--- src/rtl/alu_share_arbiter.sv ---
// alu_share_arbiter: round-robin sharing of one registered ALU between two requesters
module alu_share_arbiter #(
    parameter int XLEN    = 32,
    parameter int ALUOP_W = 4
) (
    input  logic               clk_i,
    input  logic               reset_i,
    input  logic               flush_i,
    input  logic [1:0]         req_valid_i,
    output logic [1:0]         req_ready_o,
    input  logic [XLEN-1:0]    req0_op_left_i,
    input  logic [XLEN-1:0]    req1_op_left_i,
    input  logic [XLEN-1:0]    req0_op_right_i,
    input  logic [XLEN-1:0]    req1_op_right_i,
    input  logic [ALUOP_W-1:0] req0_op_opcode_i,
    input  logic [ALUOP_W-1:0] req1_op_opcode_i,
    input  logic [XLEN-1:0]    req0_cmp_left_i,
    input  logic [XLEN-1:0]    req1_cmp_left_i,
    input  logic [XLEN-1:0]    req0_cmp_right_i,
    input  logic [XLEN-1:0]    req1_cmp_right_i,
    input  logic [2:0]         req0_cmp_opcode_i,
    input  logic [2:0]         req1_cmp_opcode_i,
    output logic               alu_clk_en_o,
    output logic [XLEN-1:0]    alu_op_left_o,
    output logic [XLEN-1:0]    alu_op_right_o,
    output logic [XLEN-1:0]    alu_cmp_left_o,
    output logic [XLEN-1:0]    alu_cmp_right_o,
    output logic [ALUOP_W-1:0] alu_op_opcode_o,
    output logic [2:0]         alu_cmp_opcode_o,
    input  logic [XLEN-1:0]    alu_op_result_i,
    input  logic               alu_cmp_result_i,
    output logic [1:0]         rsp_valid_o,
    input  logic [1:0]         rsp_ready_i,
    output logic [XLEN-1:0]    rsp_op_result_o,
    output logic               rsp_cmp_result_o,
    output logic               busy_o
);
    logic inflight_q, tag_q, last_q;
    logic advance, issue, sel;
    logic [1:0] grant;

    // A pending result drains in the same cycle a new operation issues.
    assign advance      = !inflight_q | rsp_ready_i[tag_q];
    assign issue        = advance & !flush_i;
    assign alu_clk_en_o = issue;

    assign sel   = (req_valid_i == 2'b11) ? !last_q : (req_valid_i == 2'b10);
    // Reset masks the grant so req_ready_o drops immediately when reset asserts.
    assign grant = (issue && !reset_i && req_valid_i != 2'b00) ? (sel ? 2'b10 : 2'b01) : 2'b00;
    assign req_ready_o = grant;

    assign alu_op_left_o    = sel ? req1_op_left_i    : req0_op_left_i;
    assign alu_op_right_o   = sel ? req1_op_right_i   : req0_op_right_i;
    assign alu_op_opcode_o  = sel ? req1_op_opcode_i  : req0_op_opcode_i;
    assign alu_cmp_left_o   = sel ? req1_cmp_left_i   : req0_cmp_left_i;
    assign alu_cmp_right_o  = sel ? req1_cmp_right_i  : req0_cmp_right_i;
    assign alu_cmp_opcode_o = sel ? req1_cmp_opcode_i : req0_cmp_opcode_i;

    assign rsp_valid_o      = inflight_q ? (tag_q ? 2'b10 : 2'b01) : 2'b00;
    assign rsp_op_result_o  = alu_op_result_i;
    assign rsp_cmp_result_o = alu_cmp_result_i;
    assign busy_o           = inflight_q;

    always_ff @(posedge clk_i or posedge reset_i) begin
        if (reset_i) begin
            inflight_q <= 1'b0;
            tag_q      <= 1'b0;
            last_q     <= 1'b1;
        end else if (flush_i) begin
            inflight_q <= 1'b0;
        end else if (advance) begin
            inflight_q <= |grant;
            if (|grant) begin
                tag_q  <= sel;
                last_q <= sel;
            end
        end
    end
endmodule

--- config.mk ---
export PLATFORM = sky130hd
export DESIGN_NAME = alu_share_arbiter
export DESIGN_NICKNAME = d
export VERILOG_FILES = /design/src/rtl/alu_share_arbiter.sv
export SDC_FILE = /design/constraint.sdc
export NUM_CORES = 1
export LEC_CHECK = 0
export CORE_AREA = 2 2 190 192
export CTS_CLUSTER_DIAMETER = 200
export DETAILED_ROUTE_END_ITERATION = 10
export DIE_AREA = 0 0 192 194
export PLACE_DENSITY = 0.38
export SLEW_MARGIN = 10
export SYNTH_ARGS = -nofsm -noshare
export SYNTH_HDL_FRONTEND = slang
export SYNTH_SLANG_ARGS = --single-unit
--- constraint.sdc ---
create_clock -name clk_i -period 2 [get_ports clk_i]
set_input_delay 0.3 -clock clk_i [delete_from_list [all_inputs] [get_ports clk_i]]
set_output_delay 0.3 -clock clk_i [all_outputs]
set_load 0.02 [all_outputs]
==> results.yml <==
floorplan:
  core_area_um2: 35200
  die-area_um2: 37200
  die-height_um: 194
  start_util: 0.0611
  ios: 484
  dieWidth_um: 192
  placementRows: 69
run_status:
  violations: "negative setup slack"
  status: "complete, but fails checks"
layout:
  finalNonFillerCells: 1088
  syn_to_final_growth_pct: 255
  num_antenna_cells: 0
  drive_gt1_frac: 0.525
  seqCellArea_um2: 76.3
  postLayoutCellArea_um2: 7630
  fin_nets: 938
  multiInputGateArea_um2: 2000
  fillCellCount: 3876
min_path:
  hold_path.class: "input pin to async pin"
drt:
  vias: 3393
  wl_per_cell_um: 16.2
  drt_iter0_markers: 34
  drt_wl_total_mm: 17.6
  drc_errors: 0
  vias_per_cell: 3.12
  ant_nets: 0
  first_pass_iters: 3
power_and_ir_drop:
  power_density_nw_per_um2: 417
  leakage_uw: 0.00328
  peakVddDrop_mv: 0.204
  power_uw: 3180
timing:
  tightestPinTransition_ps: 366
  fin_crit_ps: 2070
  hold_violations: 0
  drv_slew: 0
  relSlewSlack: 0.750
  fin_crit_sh: 1.04
  setup_slack_ps: -74.6
  skew_ps: 0.653
  setup_violations: 80
  fmax_mhz: 482
  grt_setup_unrepaired: "true"
clock_network:
  cts.sinks: 3
  cts_htree_levels: 1
  tritoncts: "built"
  cts_buffers: 3
  clk_latency_ps: 220
  clockRootBuffer: "clkbuf_16"
  path_clk_slew_ps: 30
  ctsHoldBuffers: 0
  cts.path.max_buffers: 2
global_routing:
  grt_pass1_vias: 3792
  antenna_found_initial: 1
  grt_pass1_wl_mm: 23.0
  busiest_layer: "met2"
  met2_usage: 0.162
  met3_usage: 0.0262
  grt_util_met1: 0.0877
  grt_max_degree: 15
  track_usage: 0.0826
  grt-ovfl-total: 0
place:
  dpl.cell_count: 1062
  port_buffers: 417
  place_area_um2: 6810
  dp_hpwl_mm: 14.5
  place_congestion: 0.713
critical_path:
  cp_data_arrival_time_ps: 1770
  critPathBufInv: 4
  critical_path_class: "flip-flop to output pin"
  slowest_stage: "dfstp_2"
  cp_top_family: "buffers and inverters"
  cp_max_fo: 6
  required_ps: 1700
  path_cells: "a21boi_4 > buf_6 > clkbuf_16 > buf_12 > mux2_4 > buf_6"
  startpoint_type: "flip-flop"
  slowest_delay_ps: 540
  critPathCaptureType: "output pin"
  crit_top_cell: "buf_6"
yosys:
  yosysWarnings: 0
  netlist_area_um2: 2150
  synth_cell_types: 21
  synth_seq_area_share: 0.0355
  syn_inst: 205
  yosys_register_bits: 3
  syn-num-nets: 515
  synth_area_per_cell_um2: 10.5
run:
  cap_violations: 0
-- power breakdown --
part	leakage, uW	internal, uW	switching, uW
Clock	0.0000382	263	55.5
Sequential	0.0000357	78.4	14.7
Combinational	0.00320	1720	1050
Total	0.00328	2060	1120
-- layer usage --
metal,up-vias,part of all wire
li1,1558,-
met1,1557,0.35
met2,269,0.52
met3,9,0.12
met4,0,0.0054
met5,-,0
-- cells in the mapped netlist --
cell       number  area [um^2]
mux2_2        136         1530
buf_4          33          248
buf_6          10          113
clkbuf_8        4         55.1
inv_1           4         15.0
and2_1          2         12.5
dfrtp_1         2         50.1
a2111oi_0       1         8.76
a211oi_2        1         12.5
a21boi_4        1         18.8
a21o_1          1         7.51
a21oi_1         1         5.00
buf_2           1         5.00
dfstp_2         1         26.3
mux2i_1         1         10.0
nand2_1         1         3.75
nand3_1         1         5.00
nor2b_1         1         6.26
nor3_1          1         5.00
o21bai_1        1         7.51
o22ai_1         1         6.26
-- per-stage QoR --
stage / util / setup WS (ps) / hold WS (ps) / TNS [ps]
floorplan: - / 382 / 61.4 / 0
finish: 0.217 / -74.6 / 408 / -2250
global route: 0.217 / -123 / 447 / -6930
CTS: 0.206 / -269 / 412 / -12510
global placement: 0.193 / -673 / 526 / -83800
detailed placement: 0.193 / -675 / 521 / -84080
-- logic make-up (layout without fill, tap and decap cells) --
kind of cell           Yosys count  count (layout)  synth area share
multiplexers                   137             137             0.716
flip-flops                       3               3            0.0355
AO/OA/AOI/OAI                    7               7            0.0308
buffers and inverters           52             474             0.202
AND/OR/NAND/NOR                  6               6            0.0151
-- registers in the layout, summed over array words and instances, names as in the netlist --
register / cells
last_q: 1
tag_q: 1
busy_o: 1
-- layout make-up --
type | instances | area share
flip-flops and latches | 3 | 0.0100
multi-input cells | 150 | 0.263
clock buffers | 4 | 0.0103
inverters | 4 | 0.00197
repair buffers | 466 | 0.640
well taps | 461 | 0.0756
-- final timing paths --
path | startpoint | end | slack [ps] | cells past startpoint
worst max-delay path | last_q | alu_cmp_right_o[4] | -70 | 6
worst min-delay path | reset_i | busy_o | 410 | 3
worst max register to register | tag_q | tag_q | 540 | 4
worst min register to register | last_q | last_q | 530 | 2
max in group asynchronous | reset_i | last_q | 1370 | 3
min in group clk_i | last_q | last_q | 530 | 2
-- timing repair --
| action | CTS | global route |
|---|---|---|
| gates resized for setup | 646 | 269 |
| endpoints found under the setup margin | 138 | 136 |
| cloned | 7 | 3 |
| pin swaps | 1 | 1 |
| buffers inserted | 22 | 5 |
| endpoints found under the hold margin | 0 | 0 |
-- cell usage in the layout (no fill, tap or decap), types with 2 or more instances in the layout --
cell type,n
dfrtp_1,2
and2_1,2
buf_8,6
dlygate4sd2_1,2
clkdlybuf4s50_1,277
buf_4,17
mux2_4,96
buf_12,14
buf_6,124
buf_2,20
inv_1,4
mux2_2,40
clkbuf_16,6
-- worst min-delay path, delay by kind of cell --
family / cells / cell delay (ps)
buffers and inverters: 3 / 670
No activity file was read; power rests on OpenSTA's default activity.
